<file path="config.mk">
export PLATFORM = sky130hd
export DESIGN_NAME = saturnin_sbox_layer
export DESIGN_NICKNAME = d
export VERILOG_FILES = /design/src/rtl/saturnin_sbox_layer.sv
export SDC_FILE = /design/constraint.sdc
export NUM_CORES = 1
export LEC_CHECK = 0
export CAP_MARGIN = 30
export CORE_MARGIN = 8
export CORE_UTILIZATION = 43
export DETAILED_ROUTE_END_ITERATION = 12
export MAX_ROUTING_LAYER = met4
export PLACE_DENSITY = 0.76
export SKIP_CTS_REPAIR_TIMING = 1
export SYNTH_ARGS = -nofsm -noshare
export SYNTH_HDL_FRONTEND = slang
export SYNTH_SLANG_ARGS = --single-unit
export TNS_END_PERCENT = 50
</file>
<file path="constraint.sdc">
create_clock -name clk -period 3.2 [get_ports clk]
set_input_delay 0.64 -clock clk [delete_from_list [all_inputs] [get_ports clk]]
set_output_delay 0.64 -clock clk [all_outputs]
set_load 0.005 [all_outputs]
</file>
<file path="src/rtl/saturnin_sbox_layer.sv">
// Iterative Saturnin S-box layer: sigma0 on even nibbles, sigma1 on odd nibbles, LANES nibbles per beat.
// Latency: BEATS busy cycles after the accepting edge, then held in DONE until out_ready; BEATS = NIBBLES/LANES.
// Backpressure: in_ready only in IDLE; the result is held stable in DONE while out_ready is low.
// Optional macro SATURNIN_SBOX_INV_EN adds an inv port selecting the inverse tables per block.
module saturnin_sbox_layer #(
  parameter int NIBBLES = 64,
  parameter int LANES   = 16,
  parameter int CNT_W   = 16
) (
  input  logic                 clk,
  input  logic                 rst,
  input  logic                 in_valid,
  output logic                 in_ready,
  input  logic [4*NIBBLES-1:0] in_data,
`ifdef SATURNIN_SBOX_INV_EN
  input  logic                 inv,
`endif
  output logic                 out_valid,
  input  logic                 out_ready,
  output logic [4*NIBBLES-1:0] out_data,
  output logic                 busy,
  output logic [CNT_W-1:0]     blk_count
);

  localparam int BEATS  = NIBBLES / LANES;
  localparam int BEAT_W = (BEATS > 1) ? $clog2(BEATS) : 1;
  localparam int LANE_W = 4 * LANES;
  localparam logic [BEAT_W-1:0] LAST_BEAT = BEAT_W'(BEATS - 1);

  // Even LANES keeps every beat base on an even nibble, so lane parity equals absolute nibble parity.
  if ((LANES < 2) || ((LANES % 2) != 0) || ((NIBBLES % LANES) != 0)) begin : g_param_err
    $error("saturnin_sbox_layer: LANES must be even and divide NIBBLES");
  end

  typedef enum logic [1:0] {
    IDLE = 2'd0,
    BUSY = 2'd1,
    DONE = 2'd2
  } state_t;

  // Forward S-box for even nibble positions.
  function automatic logic [3:0] sigma0(input logic [3:0] x);
    logic [3:0] y;
    case (x)
      4'h0: y = 4'h0;  4'h1: y = 4'h6;  4'h2: y = 4'hE;  4'h3: y = 4'h1;
      4'h4: y = 4'hF;  4'h5: y = 4'h4;  4'h6: y = 4'h7;  4'h7: y = 4'hD;
      4'h8: y = 4'h9;  4'h9: y = 4'h8;  4'hA: y = 4'hC;  4'hB: y = 4'h5;
      4'hC: y = 4'h2;  4'hD: y = 4'hA;  4'hE: y = 4'h3;  default: y = 4'hB;
    endcase
    return y;
  endfunction

  // Forward S-box for odd nibble positions.
  function automatic logic [3:0] sigma1(input logic [3:0] x);
    logic [3:0] y;
    case (x)
      4'h0: y = 4'h0;  4'h1: y = 4'h9;  4'h2: y = 4'hD;  4'h3: y = 4'h2;
      4'h4: y = 4'hF;  4'h5: y = 4'h1;  4'h6: y = 4'hB;  4'h7: y = 4'h7;
      4'h8: y = 4'h6;  4'h9: y = 4'h4;  4'hA: y = 4'h5;  4'hB: y = 4'h3;
      4'hC: y = 4'h8;  4'hD: y = 4'hC;  4'hE: y = 4'hA;  default: y = 4'hE;
    endcase
    return y;
  endfunction

`ifdef SATURNIN_SBOX_INV_EN
  // Inverse of sigma0.
  function automatic logic [3:0] sigma0_inv(input logic [3:0] x);
    logic [3:0] y;
    case (x)
      4'h0: y = 4'h0;  4'h1: y = 4'h3;  4'h2: y = 4'hC;  4'h3: y = 4'hE;
      4'h4: y = 4'h5;  4'h5: y = 4'hB;  4'h6: y = 4'h1;  4'h7: y = 4'h6;
      4'h8: y = 4'h9;  4'h9: y = 4'h8;  4'hA: y = 4'hD;  4'hB: y = 4'hF;
      4'hC: y = 4'hA;  4'hD: y = 4'h7;  4'hE: y = 4'h2;  default: y = 4'h4;
    endcase
    return y;
  endfunction

  // Inverse of sigma1.
  function automatic logic [3:0] sigma1_inv(input logic [3:0] x);
    logic [3:0] y;
    case (x)
      4'h0: y = 4'h0;  4'h1: y = 4'h5;  4'h2: y = 4'h3;  4'h3: y = 4'hB;
      4'h4: y = 4'h9;  4'h5: y = 4'hA;  4'h6: y = 4'h8;  4'h7: y = 4'h7;
      4'h8: y = 4'hC;  4'h9: y = 4'h1;  4'hA: y = 4'hE;  4'hB: y = 4'h6;
      4'hC: y = 4'hD;  4'hD: y = 4'h2;  4'hE: y = 4'hF;  default: y = 4'h4;
    endcase
    return y;
  endfunction
`endif

  state_t                 state_q, state_d;
  logic [4*NIBBLES-1:0]   work_q, work_d;
  logic [BEAT_W-1:0]      cnt_q, cnt_d;
  logic [CNT_W-1:0]       blk_q, blk_d;
  logic [LANE_W-1:0]      lane_in;
  logic [LANE_W-1:0]      lane_out;
`ifdef SATURNIN_SBOX_INV_EN
  logic                   inv_q, inv_d;
`endif

  // Slice of the working register handled in the current beat.
  always_comb begin
    lane_in = work_q[cnt_q * LANE_W +: LANE_W];
  end

  for (genvar g = 0; g < LANES; g++) begin : g_lane
    if ((g % 2) == 0) begin : g_even
`ifdef SATURNIN_SBOX_INV_EN
      assign lane_out[4*g +: 4] = inv_q ? sigma0_inv(lane_in[4*g +: 4]) : sigma0(lane_in[4*g +: 4]);
`else
      assign lane_out[4*g +: 4] = sigma0(lane_in[4*g +: 4]);
`endif
    end else begin : g_odd
`ifdef SATURNIN_SBOX_INV_EN
      assign lane_out[4*g +: 4] = inv_q ? sigma1_inv(lane_in[4*g +: 4]) : sigma1(lane_in[4*g +: 4]);
`else
      assign lane_out[4*g +: 4] = sigma1(lane_in[4*g +: 4]);
`endif
    end
  end

  // Next-state logic: capture in IDLE, substitute one slice per BUSY cycle, hand off in DONE.
  always_comb begin
    state_d = state_q;
    work_d  = work_q;
    cnt_d   = cnt_q;
    blk_d   = blk_q;
`ifdef SATURNIN_SBOX_INV_EN
    inv_d   = inv_q;
`endif
    case (state_q)
      IDLE: begin
        if (in_valid) begin
          work_d  = in_data;
          cnt_d   = '0;
          state_d = BUSY;
`ifdef SATURNIN_SBOX_INV_EN
          inv_d   = inv;
`endif
        end
      end
      BUSY: begin
        work_d[cnt_q * LANE_W +: LANE_W] = lane_out;
        if (cnt_q == LAST_BEAT) begin
          cnt_d   = '0;
          state_d = DONE;
        end else begin
          cnt_d = cnt_q + 1'b1;
        end
      end
      DONE: begin
        if (out_ready) begin
          blk_d   = blk_q + 1'b1;
          state_d = IDLE;
        end
      end
      default: state_d = IDLE;
    endcase
  end

  // State registers with synchronous reset; a reset abandons any block in flight.
  always_ff @(posedge clk) begin
    if (rst) begin
      state_q <= IDLE;
      work_q  <= '0;
      cnt_q   <= '0;
      blk_q   <= '0;
`ifdef SATURNIN_SBOX_INV_EN
      inv_q   <= 1'b0;
`endif
    end else begin
      state_q <= state_d;
      work_q  <= work_d;
      cnt_q   <= cnt_d;
      blk_q   <= blk_d;
`ifdef SATURNIN_SBOX_INV_EN
      inv_q   <= inv_d;
`endif
    end
  end

  // Outputs decode directly from the state register; out_data keeps the last result until the next capture.
  assign in_ready  = (state_q == IDLE);
  assign out_valid = (state_q == DONE);
  assign busy      = (state_q != IDLE);
  assign out_data  = work_q;
  assign blk_count = blk_q;

endmodule

</file>
==> results of run 1 <==
synthesized netlist by cell type (4+ instances only):
cell / count / area share
nand4_1: 38 / 0.015
a2bb2oi_1: 6 / 0.0034
and2_1: 9 / 0.0036
o21ba_2: 8 / 0.0051
or3b_1: 6 / 0.0034
xor2_1: 6 / 0.0034
a21oi_2: 7 / 0.0039
a21o_1: 13 / 0.0063
o21ai_1: 10 / 0.0032
dfxtp_1: 276 / 0.35
nand2_1: 60 / 0.014
a221oi_1: 160 / 0.090
a211oi_1: 29 / 0.014
buf_2: 19 / 0.0061
nor2b_1: 27 / 0.011
o31a_1: 31 / 0.017
mux2_2: 6 / 0.0043
a22oi_1: 8 / 0.0038
ha_1: 37 / 0.030
a2111oi_0: 4 / 0.0022
nand2b_1: 16 / 0.0064
xnor2_1: 8 / 0.0045
nor3_1: 194 / 0.062
o211ai_1: 32 / 0.015
buf_6: 5 / 0.0036
o221ai_1: 4 / 0.0022
o21ai_0: 37 / 0.012
clkbuf_1: 131 / 0.031
buf_4: 4 / 0.0019
o21a_1: 14 / 0.0067
o32ai_2: 7 / 0.0073
a21oi_1: 99 / 0.032
and3_1: 10 / 0.0040
inv_1: 34 / 0.0082
mux4_2: 64 / 0.092
o21ai_2: 8 / 0.0045
nand3_1: 36 / 0.012
nor2_1: 310 / 0.075
nand3b_1: 24 / 0.012
area by class of cell:
class	count	area, um^2
fill	2992	13000
multi-input combinational	1351	9350
timing repair buffer	593	6030
sequential	276	5530
clock buffer	46	932
tap	461	577
inverter	35	131
clock inverter	9	103
antenna	9	22.5
final timing paths:
| check | startpoint | depth (start not counted) | end |
|---|---|---|---|
| max | cnt_q[1] | 7 | out_data[38] |
| min | out_data[202] | 2 | out_data[202] |
| max reg2reg | cnt_q[1] | 7 | out_data[38] |
| min reg2reg | out_data[202] | 2 | out_data[202] |
per-stage QoR:
stage	setup WS, ps	instances	util
after detailed placement	374	2716	0.606
after global placement	455	2716	0.606
after CTS	365	2771	0.636
final	360	2780	0.636
after global routing	205	2778	0.636
after floorplan	538	1824	-
where the power goes:
group	switching [W]	internal (W)	total, W	leakage [nW]
Clock	0.00150	0.00216	0.00366	0.516
Sequential	0.000351	0.00377	0.00412	2.28
Combinational	0.00210	0.00184	0.00394	5.45
cells in the final DEF (no fill, tap or decap), types with 15 or more instances in the layout:
cell / n
nor2_1: 309
a211oi_1: 29
buf_4: 40
a21oi_1: 95
inv_1: 34
ha_1: 37
nand3_1: 36
nand2_1: 60
o31a_1: 31
o211ai_1: 32
mux4_2: 64
a221oi_1: 160
clkbuf_16: 31
buf_12: 19
o21ai_0: 37
nand3b_1: 24
clkdlybuf4s50_1: 533
nor3_1: 192
dfxtp_1: 274
nand4_1: 38
nor2b_1: 27
nand2b_1: 15
per-layer routing:
layer,GRT usage,share of wire
met1,0.414,0.36
met2,0.547,0.45
met3,0.0852,0.13
met4,0.191,0.061
met5,-,0
worst max-delay path, delay by kind of cell (launching register included):
family	cells	cell delay, ps
flip-flops	1	550
adder cells (fa/ha/maj)	1	370
buffers and inverters	1	270
AND/OR/NAND/NOR	1	90
AO/OA/AOI/OAI	2	480
multiplexers	2	900
flip-flops by register name, summed over array words and instances, names as in the netlist:
name / count
state_q: 2
blk_count: 16
out_data: 256
cnt_q: 2
cells by family (layout without fill, tap and decap cells):
group,count (synthesis),in the layout,share of synthesized area
AND/OR/NAND/NOR,743,743,0.224
adder cells (fa/ha/maj),37,37,0.0296
AO/OA/AOI/OAI,483,483,0.233
multiplexers,74,74,0.0993
other,0,9,0
XOR/XNOR,14,14,0.00785
flip-flops,276,276,0.354
buffers and inverters,197,683,0.0522
==> impl_metrics.ini, run 1 <==
[logic_synthesis]
yosys_register_bits = 276
yosys_warnings = 0
synth_nets = 2121
async_reset_ff_frac = 0
netlist_area_mm2 = 0.0156
synthCells = 1824
dominantRegCellSynth = dfxtp_1
synth_cell_type_count = 57
syn_area_per_cell_um2 = 8.56
ys_seq_area_frac = 0.354
synth-edff-count = 0

[timing]
fin_crit_ps = 2840
setup_tns_ps = 0
finalSetupViolCount = 0
period_share = 0.888
slew_viol_final = 0
timing.fmax_ghz = 0.352
worst_slew_pin_slew_ps = 778
skew_ps = 11.7
max-slew-margin-rel = 0.481
rsz0062_at_grt = no
finalHoldViolations = 0
whs_ps = 508

[flow_run]
maxCapViolations = 0

[placed_design]
dp_hpwl_um = 54700
place_area_mm2 = 0.0216
port-buffer-count = 534
place.gp.congestion = 0.978

[final_layout]
syn_to_final_growth_pct = 45.3
layout-drive-gt1-share = 0.101
finalNetCount = 2585
finish.instance_area_mm2 = 0.0227

[power_and_ir_drop]
power_w = 0.0117
powerDensity_mw_per_mm2 = 517
power.static_leakage_nw = 8.25
vdd_drop_max_mv = 0.529

[drt]
via_per_inst = 6.48
routed_wl_um = 76500
wire_per_inst_um = 27.5
antenna_left = 0
drc = 0
drtIter0Drc = 1937
vias = 18012
dr.pass1.iters = 5

[floorplan]
fp.dieArea_mm2 = 0.0427
die_x_um = 207
rows = 69
die_h_um = 207
coreArea_mm2 = 0.0357
start_util = 0.438
ios = 535

[worst_hold_path]
hold_class = flop to flop

[clock_tree]
clock_path_buffers = 3
insertion_delay_ps = 570
clock_sinks = 276
clockRootBuffer = clkbuf_16
cts.clk_slew.worst_paths_ps = 60
numCtsBuffers = 31
h-tree-depth = 1
cts_tree = built

[critical_path]
crit_path_top_delay_cell = mux4_2
r2r_slack_ps = 360
critPathKind = flop to flop
crit_arrival_ps = 3250
end_kind = flop
worstPathRequired_ps = 3610
cp_slowest_stage_delay_ps = 590
crit_chain = buf_12 -> mux4_2 -> ha_1 -> mux2_1 -> a2bb2oi_1 -> a221oi_1 -> nor3_1
cp_max_fo = 23
startpoint_type = flop

[global_routing]
antenna_found_initial = 7
grt_start_max_net_pins = 138
first_global_vias = 17845
grt_pass1_wl_um = 112000
grt.overflow.total = 0
grt.total_usage = 0.351

[status]
status = completed
Power figures use the tool's default switching activity.
==> inputs of run 2 (changes only) <==
--- a/config.mk
+++ b/config.mk
@@ -5,7 +5,7 @@
 export SDC_FILE = /design/constraint.sdc
 export NUM_CORES = 1
 export LEC_CHECK = 0
-export CAP_MARGIN = 30
+export CORE_ASPECT_RATIO = 0.7
 export CORE_MARGIN = 8
 export CORE_UTILIZATION = 43
 export DETAILED_ROUTE_END_ITERATION = 12
==> run 2 against run 1 <==
Effect of this change:
- clock skew rose by 13 ps
- sequential cell count stayed put
- sequential power about the same
- critical path depth decreased by 5
- sequential share of layout area grew 0.15 points
- final area decreased by 0.62%
- first-iteration DRC count increased by 26%
- final cell count is 0.18% higher
- utilization fell by 0.73 points
==> impl_metrics.ini, run 2 (synthesized netlist as in run 1, its figures left out) <==
[worst_hold_path]
hold_class = flop to flop
hold_path_depth = 2

[timing]
period_share = 0.911
skew_ps = 24.6
max-slew-margin-rel = 0.360
slew_viol_final = 0
finalSetupViolCount = 0
rsz0062_at_grt = no
worst_slew_pin_slew_ps = 961
finalHoldViolations = 0
timing.fmax_ghz = 0.343
setup_tns_ps = 0
fin_crit_ps = 2920

[critical_path]
startpoint_type = flop
crit_arrival_ps = 2280
cp_top_family = flip-flops
crit_cells = 2
end_kind = primary output
crit_chain = nor2b_1 -> clkdlybuf4s50_1
crit_path_top_delay_cell = dfxtp_1
cp_slowest_stage_delay_ps = 900
cp_max_fo = 19
crit_buf_inv = 1
worstPathRequired_ps = 2560
critPathKind = flop to primary output
worst-r2r-cell-count = 7

[final_layout]
final_common_cell = clkdlybuf4s50_1
stdcell_count = 2785
finalNetCount = 2572
mostFrequentLayoutCells = clkdlybuf4s50_1, nor2_1, dfxtp_1
syn_to_final_growth_pct = 44.4
largest_reg_flops = 256
layout-drive-gt1-share = 0.0936
nFillCells = 2981

[drt]
drc = 0
wire_per_inst_um = 26.7
drtIter0Drc = 2450
via_per_inst = 6.44
antenna_left = 0
vias = 17945
dr.pass1.iters = 6
routed_wl_um = 74300

[floorplan]
rows = 58
die_x_um = 244
ios = 535
start_util = 0.436
die_h_um = 175
coreArea_mm2 = 0.0358
fp.dieArea_mm2 = 0.0428

[flow_run]
maxCapViolations = 0

[clock_tree]
cts_tree = built
clock_sinks = 276
insertion_delay_ps = 570
clockRootBuffer = clkbuf_16
h-tree-depth = 1
clock_path_buffers = 3
cts.clk_slew.worst_paths_ps = 60
numCtsBuffers = 29

[global_routing]
grt_start_max_net_pins = 132
antenna_found_initial = 9
grt.total_usage = 0.334
grt.overflow.total = 0
first_global_vias = 17695
grt_pass1_wl_um = 110000

[status]
status = completed

[power_and_ir_drop]
vdd_drop_max_mv = 0.352
power.static_leakage_nw = 8.15
powerDensity_mw_per_mm2 = 512

[placed_design]
dp_hpwl_um = 52500
place.gp.congestion = 0.946
place_inst = 2724
port-buffer-count = 534
==> run 2: changes by cell type in the layout (fill, tap and decap cells not counted) <==
cell	previous run	this run
clkbuf_16	31	29
clkinv_4	2	0
clkbuf_8	11	6
clkinv_2	5	4
buf_4	40	29
inv_6	0	1
clkbuf_1	5	9
bufinv_16	2	3
inv_4	0	1
==> run 2: routing by layer <==
metal | wire (um) | part of all wire | up-vias | GRT usage
li1 | - | - | 7823 | -
met1 | 28200 | 0.38 | 8542 | 0.411
met2 | 33900 | 0.46 | 1302 | 0.517
met3 | 8010 | 0.11 | 278 | 0.0678
met4 | 4190 | 0.056 | 0 | 0.172
met5 | 0 | 0 | - | -
==> run 2: final cells by class <==
type / instances / area [um^2] / area share
Antenna cell: 9 / 22.5 / 0.000999
Tap cell: 480 / 601 / 0.0266
Inverter: 35 / 131 / 0.00583
Clock buffer: 43 / 828 / 0.0367
Multi-Input combinational cell: 1351 / 9350 / 0.415
Sequential cell: 276 / 5530 / 0.245
Timing Repair Buffer: 582 / 5950 / 0.264
Clock inverter: 9 / 125 / 0.00555
==> run 2: worst paths after layout <==
| kind | startpoint | endpoint | slack (ps) |
|---|---|---|---|
| max | state_q[1] | out_valid | 280 |
| min | out_data[155] | out_data[155] | 510 |
| min reg2reg | out_data[155] | out_data[155] | 510 |
| max reg2reg | cnt_q[1] | out_data[106] | 400 |
==> run 2: through the flow <==
| step | worst slack [ps] | power (W) | util | instance area [um^2] | hold slack (ps) |
|---|---|---|---|---|---|
| after floorplan | 538 | 0.00611 | - | 15600 | 492 |
| after global placement | 482 | 0.00789 | 0.602 | 21600 | 486 |
| after detailed placement | 421 | 0.00799 | 0.602 | 21600 | 497 |
| after CTS | 265 | 0.0115 | 0.628 | 22500 | 508 |
| after global routing | 122 | 0.0120 | 0.629 | 22500 | 528 |
| final | 284 | 0.0115 | 0.629 | 22500 | 510 |
==> run 2: power breakdown <==
group	leakage (nW)	internal [W]	switching (W)
clock	0.471	0.00202	0.00148
sequential	2.28	0.00377	0.000334
combinational	5.40	0.00183	0.00210
==> run 2: worst min-delay path: cells and delay by family, from the launching register on <==
kind / cells / cell delay, ps
flops: 1 / 320
simple gates: 2 / 150
